<file path="config.mk">
export PLATFORM = sky130hd
export DESIGN_NAME = bin_to_bcd
export DESIGN_NICKNAME = d
export VERILOG_FILES = /design/src/rtl/bin_to_bcd_pkg.sv /design/src/rtl/bcd_add3.sv /design/src/rtl/bin_to_bcd.sv
export SDC_FILE = /design/constraint.sdc
export NUM_CORES = 1
export LEC_CHECK = 0
export ABC_AREA = 1
export CAP_MARGIN = 30
export CORE_UTILIZATION = 45
export CTS_CLUSTER_DIAMETER = 150
export DETAILED_ROUTE_END_ITERATION = 10
export GPL_TIMING_DRIVEN = 1
export PLACE_DENSITY = 0.76
export SETUP_SLACK_MARGIN = 0.1
export SYNTH_ARGS = -nofsm -noshare
export SYNTH_HDL_FRONTEND = slang
export SYNTH_SLANG_ARGS = --single-unit
export TNS_END_PERCENT = 100
</file>
<file path="constraint.sdc">
create_clock -name clk -period 2.9 [get_ports clk]
set_clock_uncertainty 0.2 [all_clocks]
set_input_delay 0.435 -clock clk [delete_from_list [all_inputs] [get_ports clk]]
set_output_delay 0.435 -clock clk [all_outputs]
set_load 0.005 [all_outputs]
</file>
<file path="src/rtl/bin_to_bcd_pkg.sv">
`default_nettype none
// ============================================================================
//  Module      : bin_to_bcd_pkg
//  Description : Shared FSM state type and BCD digit width for bin_to_bcd.
//  Revision    : 1.0 - initial release
// ============================================================================
package bin_to_bcd_pkg;

    localparam int c_bcd_w = 4;

    typedef enum logic [0:0] {
        IDLE  = 1'b0,
        SHIFT = 1'b1
    } state_t;

endpackage
`default_nettype wire

</file>
<file path="src/rtl/bcd_add3.sv">
`default_nettype none
// ============================================================================
//  Module      : bcd_add3
//  Description : Double-dabble correction cell: adds 3 to a digit >= 5.
//  Revision    : 1.0 - initial release
// ============================================================================
module bcd_add3
    import bin_to_bcd_pkg::*;
(
    input  logic [c_bcd_w-1:0] din,
    output logic [c_bcd_w-1:0] dout
);

    always_comb begin
        dout = din;
        if (din >= c_bcd_w'(5)) begin
            dout = din + c_bcd_w'(3);
        end
    end

endmodule
`default_nettype wire

</file>
<file path="src/rtl/bin_to_bcd.sv">
`default_nettype none
// ============================================================================
//  Module      : bin_to_bcd
//  Description : Sequential double-dabble binary-to-BCD converter, one bit per
//                clock. Optional leading-zero mask under BIN_TO_BCD_BLANK_EN.
//  Revision    : 1.0 - initial release
// ============================================================================
module bin_to_bcd
    import bin_to_bcd_pkg::*;
#(
    parameter int WIDTH  = 16,
    parameter int DIGITS = 5
) (
    input  logic                        clk,
    input  logic                        rst,
    input  logic                        start,
    input  logic [WIDTH-1:0]            bin,
    output logic                        busy,
    output logic                        done,
    output logic [DIGITS*c_bcd_w-1:0]   bcd
`ifdef BIN_TO_BCD_BLANK_EN
    ,
    output logic [DIGITS-1:0]           blank
`endif
);

    localparam int CNT_W = $clog2(WIDTH + 1);
    localparam int SCR_W = DIGITS * c_bcd_w;
    localparam int ROT_W = SCR_W + WIDTH;
    localparam logic [CNT_W-1:0] c_last_iter = CNT_W'(WIDTH - 1);

    state_t             r_state;
    logic [WIDTH-1:0]   r_shift;
    logic [SCR_W-1:0]   r_scratch;
    logic [CNT_W-1:0]   r_cnt;

    logic [SCR_W-1:0]   w_adj;
    logic [ROT_W-1:0]   w_rot;
    logic [SCR_W-1:0]   w_scr_next;
    logic [WIDTH-1:0]   w_shift_next;

    for (genvar g = 0; g < DIGITS; g++) begin : g_digit
        bcd_add3 u_add3 (
            .din  (r_scratch[g*c_bcd_w +: c_bcd_w]),
            .dout (w_adj[g*c_bcd_w +: c_bcd_w])
        );
    end

    // Rotate rather than shift: the bit leaving the top digit is always 0
    // because 10^DIGITS > 2^WIDTH-1, so this equals a plain left shift.
    assign w_rot        = {w_adj, r_shift};
    assign w_scr_next   = w_rot[ROT_W-2 -: SCR_W];
    assign w_shift_next = {w_rot[WIDTH-2:0], w_rot[ROT_W-1]};

`ifdef BIN_TO_BCD_BLANK_EN
    localparam logic [DIGITS-1:0] c_blank_rst = {DIGITS{1'b1}} << 1;

    logic [DIGITS-1:0] w_blank;

    for (genvar g = 0; g < DIGITS; g++) begin : g_blank
        if (g == 0) begin : g_lsd
            assign w_blank[g] = 1'b0;
        end else begin : g_upper
            assign w_blank[g] = (w_scr_next[SCR_W-1:g*c_bcd_w] == '0);
        end
    end
`endif

    always_ff @(posedge clk or posedge rst) begin
        if (rst) begin
            r_state   <= IDLE;
            r_shift   <= '0;
            r_scratch <= '0;
            r_cnt     <= '0;
            busy      <= 1'b0;
            done      <= 1'b0;
            bcd       <= '0;
`ifdef BIN_TO_BCD_BLANK_EN
            blank     <= c_blank_rst;
`endif
        end else begin
            done <= 1'b0;
            case (r_state)
                IDLE: begin
                    if (start) begin
                        r_state   <= SHIFT;
                        r_shift   <= bin;
                        r_scratch <= '0;
                        r_cnt     <= '0;
                        busy      <= 1'b1;
                    end
                end
                SHIFT: begin
                    r_scratch <= w_scr_next;
                    r_shift   <= w_shift_next;
                    r_cnt     <= r_cnt + CNT_W'(1);
                    if (r_cnt == c_last_iter) begin
                        r_state <= IDLE;
                        busy    <= 1'b0;
                        done    <= 1'b1;
                        bcd     <= w_scr_next;
`ifdef BIN_TO_BCD_BLANK_EN
                        blank   <= w_blank;
`endif
                    end
                end
                default: begin
                    r_state <= IDLE;
                end
            endcase
        end
    end

endmodule
`default_nettype wire

</file>
# Word-level counts from Yosys, hierarchy flattened
# Index checks and enable logic that the tools add are counted.
[totals] output_inout_bits=22 in_bits=19 register_bits=64
[op_classes] reduce_logical=2 muxes=19 n_eq_ne=3 bitwise=1 n_lt_le_gt_ge=5 addsub=6
[op_table] cell="$pmux W20 S2" n=1
[op_table] cell="$pmux W16 S2" n=1
[op_table] cell="$add A4 B2 Y4 const B" n=5
[op_table] cell="$ge A4 B3 Y1 const B" n=5
[op_table] cell="$mux W20" n=1
[op_table] cell="$mux W4" n=5
[op_table] cell="$mux W16" n=1
[op_table] cell="$pmux W5 S2" n=1
[op_table] cell="$mux W1" n=6
[op_table] cell="$add A5 B1 Y5 const B" n=1
[op_table] cell="$eq A5 B4 Y1 const B" n=1
[op_table] cell="$mux W5" n=1
[op_table] cell="$pmux W1 S2" n=2
[op_table] cell="$reduce_and A2 Y1" n=2
[op_table] cell="$ne A2 B1 Y1 const B" n=1
[op_table] cell="$ne A2 B2 Y1 const B" n=1
[op_table] cell="$not A1 Y1" n=1

# Longest topological paths before layout
[logic_depth] depth_word=3 depth_mapped=8 mapped_depth_nobuf=8

# Modules after synthesis
# A second synthesis with hierarchy kept.
[hier_totals] hier_cells=393 hier_area_um2=3194.3
[by_module_without_submodules] module="bin_to_bcd" cells_each=278 instances=1 area_per_inst_um2=2518.7 seq_area_each_um2=1601.5
[by_module_without_submodules] module="bcd_add3" cells_each=23 instances=5 area_per_inst_um2=135.1 seq_area_each_um2=0.0

# Worst setup path after synthesis
# No wires, ideal clock.
[synth_path] path_type="reg-to-reg" start="register r_cnt[0]" end="register bcd[4]" synth_period_minus_slack_ps=1690 setup_slack_ps=1210 arrival_ps=1373 n_path_buf=1 setup_ps=118 stages_incl_launch_ff=9 required_ps=2582 path_cell_list="dfrtp_1 ha_1 and3_1 ha_1 nand2_4 inv_4 buf_6 nand3_1 nand2_1"
[synth_via] elab_chain_cells=2
[synth_rtl] element="start, declared" line="bin_to_bcd.sv:35" rtl="logic [CNT_W-1:0] r_cnt;"
[synth_rtl] element="start signal, assigned" line="bin_to_bcd.sv:96" rtl="r_cnt <= r_cnt + CNT_W'(1);"
[synth_rtl] element="$eq A5 B4 Y1" line="bin_to_bcd.sv:97" rtl="if (r_cnt == c_last_iter) begin"
[synth_rtl] element="$reduce_and A2 Y1 (no source line)"
[synth_rtl] element="end signal, assigned" line="bin_to_bcd.sv:101" rtl="bcd <= w_scr_next;"
[synth_rtl] element="end, declared" line="bin_to_bcd.sv:20" rtl="output logic [DIGITS*c_bcd_w-1:0] bcd"
# Every way passes these cells.
# A chain may end at the register's enable or synchronous reset.

# Worst setup path in the final report
[layout_path] start="register r_cnt[0]" end="register bcd[16]"
# Same word-level chain as after synthesis.

==> metrics.yaml <==
drt-wirelength-per-cell_um: 12.8
maxSlewHeadroom_pct: 74.8
grt_overflow: 0
crit_required_ns: 2.93
clk_path_buf_depth: 2
grt_pass1_vias: 2481
wirelength_um: 6300
holdWs_ns: 0.275
synth_top_area_share_pct: 51.6
arrival_ns: 1.98
syn_area_um2: 3110
h-tree-depth: 3
fp-row-count: 29
maxSlewViolCount: 0
postSynthAreaPerCell_um2: 8.42
firstDrtPassIters: 4
power_density_nw_per_um2: 1130
grt_pass1_wl_um: 11200
hold_path.class: "primary input to async pin"
initialDrtViolationCount: 139
cp_max_fo: 27
clock_latency_ns: 0.34
cts.repair.resized: 0
ys_async_sr_fraction_pct: 100
post-route-min-period_ns: 1.95
power_mw: 4.23
cts.sinks: 64
setup_violations: 0
ios: 41
cts_buffers: 9
n_antenna_cell: 0
coreArea_um2: 6490
grt_max_degree: 65
fmax_mhz: 513
final_nets: 442
postCtsSetupRepairBufs: 0
yosysMostFrequentCell: "nand2_1"
gp_congestion: 0.849
worstSetupPathType: "register to register"
dieHeight_um: 85.1
synthCells: 369
ys_warn_count: 0
avgViaCountPerCell: 5.26
clk_pin_slew_worst_paths_ns: 0.07
synth_nets: 400
synth_ff_type: "dfrtp_1"
track_usage_pct: 20.0
ys_seq_elements: 64
dieArea_um2: 7240
cts_tree: "done"
antenna_found_initial: 0
cts_hold_buf: 0
final_hold_viol_count: 0
cp-end-kind: "register"
fp.dieW_um: 85.1
yosys.area.top_type: "dfrtp_1"
drv_cap: 0
status: "completed"
vias: 2588
synthTopCellsByArea: "dfrtp_1 52%, nand2_1 18%, nand3_1 8.7%, ha_1 4.8%, inv_1 3.0%"
area.growth.synth_to_final_pct: 21.0
synth_edf_count: 0
ys_types: 22
dp_hpwl_um: 4170
ant_nets: 0
layout-drive-gt1-share_pct: 6.02
finalCritPeriodShare_pct: 67.2
rsz0062_at_grt: "no"
synth_common_cells: "146 x nand2_1, 64 x dfrtp_1, 54 x nand3_1, 25 x inv_1, 16 x o21ai_0"
cp-start-kind: "register"
port_buffers: 40
worstMarginPinSlew_ns: 0.378
route.detailed.drc: 0
root_buffer: "clkbuf_8"
ys_seq_area_share_pct: 51.6
peakVddDrop_mv: 0.441
fin_setup_tns_ns: 0
initial_core_util_pct: 47.8
power.leakage_nw: 1.87
[critical path, stage by stage (launching register included)]
cell,delay [ns]
dfrtp_1,0.40
ha_1,0.23
and3_1,0.18
ha_1,0.21
nand2_4,0.26
inv_4,0.16
nand3_1,0.13
nand2_1,0.06
[cells in the final DEF, fill, tap and decap left out, types with 2 or more instances in the layout]
master / instances
dfrtp_1: 64
nand3_1: 54
o22ai_1: 7
nand2_4: 2
bufinv_16: 2
inv_1: 24
inv_4: 3
clkbuf_8: 11
ha_1: 12
nor2_1: 9
nand4_1: 11
nand2_1: 146
o21ai_0: 16
clkdlybuf4s50_1: 40
[layer usage]
layer | track usage, % | part of all wire, %
met1 | 24.1 | 43
met2 | 33.8 | 50
met3 | 6.61 | 5.4
met4 | 6.93 | 1.4
met5 | 0 | 0
[final timing paths]
check	from	to	slack [ns]	depth (start not counted)
max	r_cnt[0]	bcd[16]	0.95	7
min	rst	bcd[2]	0.28	3
max reg2reg	r_cnt[0]	bcd[16]	0.95	7
min reg2reg	bcd[14]	bcd[14]	0.28	2
max in group asynchronous	rst	r_scratch[13]	1.95	3
min in group clk	bcd[14]	bcd[14]	0.28	2
[metrics by stage]
| stage | instance area (um^2) | setup slack (ns) | utilization (%) | cells |
|---|---|---|---|---|
| 6_report | 3760 | 0.950 | 57.9 | 492 |
| 5_1_grt | 3760 | 0.834 | 57.9 | 492 |
| 4_1_cts | 3760 | 0.953 | 57.9 | 492 |
| 3_5_place_dp | 3540 | 0.933 | 54.5 | 477 |
| 3_3_place_gp | 3540 | 0.968 | 54.5 | 477 |
| 2_1_floorplan | 3110 | 0.667 | - | 369 |
[cell families (layout without fill, tap and decap cells)]
logic type / Yosys count / count (layout) / share of synthesized area, %
buffers and inverters: 40 / 86 / 6.97
flip-flops: 64 / 64 / 51.6
XOR/XNOR: 1 / 1 / 0.282
AO/OA/AOI/OAI: 28 / 28 / 5.12
AND/OR/NAND/NOR: 224 / 224 / 31.2
adder cells (fa/ha/maj): 12 / 12 / 4.83
[where the power goes]
part           internal (mW)  switching, mW
clock                  0.525          0.327
combinational          0.769          0.990
sequential              1.32          0.303
[sequential cells by signal, indices dropped and copies added (netlist names)]
name	count
done	1
r_scratch	20
r_cnt	5
busy	1
r_shift	16
r_state	1
bcd	20
[final cells by class]
| cell class | count | area, um^2 |
|---|---|---|
| fillers | 593 | 2740 |
| flip-flops and latches | 64 | 1600 |
| multi-input cells | 265 | 1290 |
| repair buffers | 42 | 428 |
| clock buffers | 12 | 155 |
| inverters | 29 | 124 |
| well taps | 77 | 96.3 |
| clock inverters | 3 | 65.1 |
Note: power is estimated with default switching activity, not from simulation.
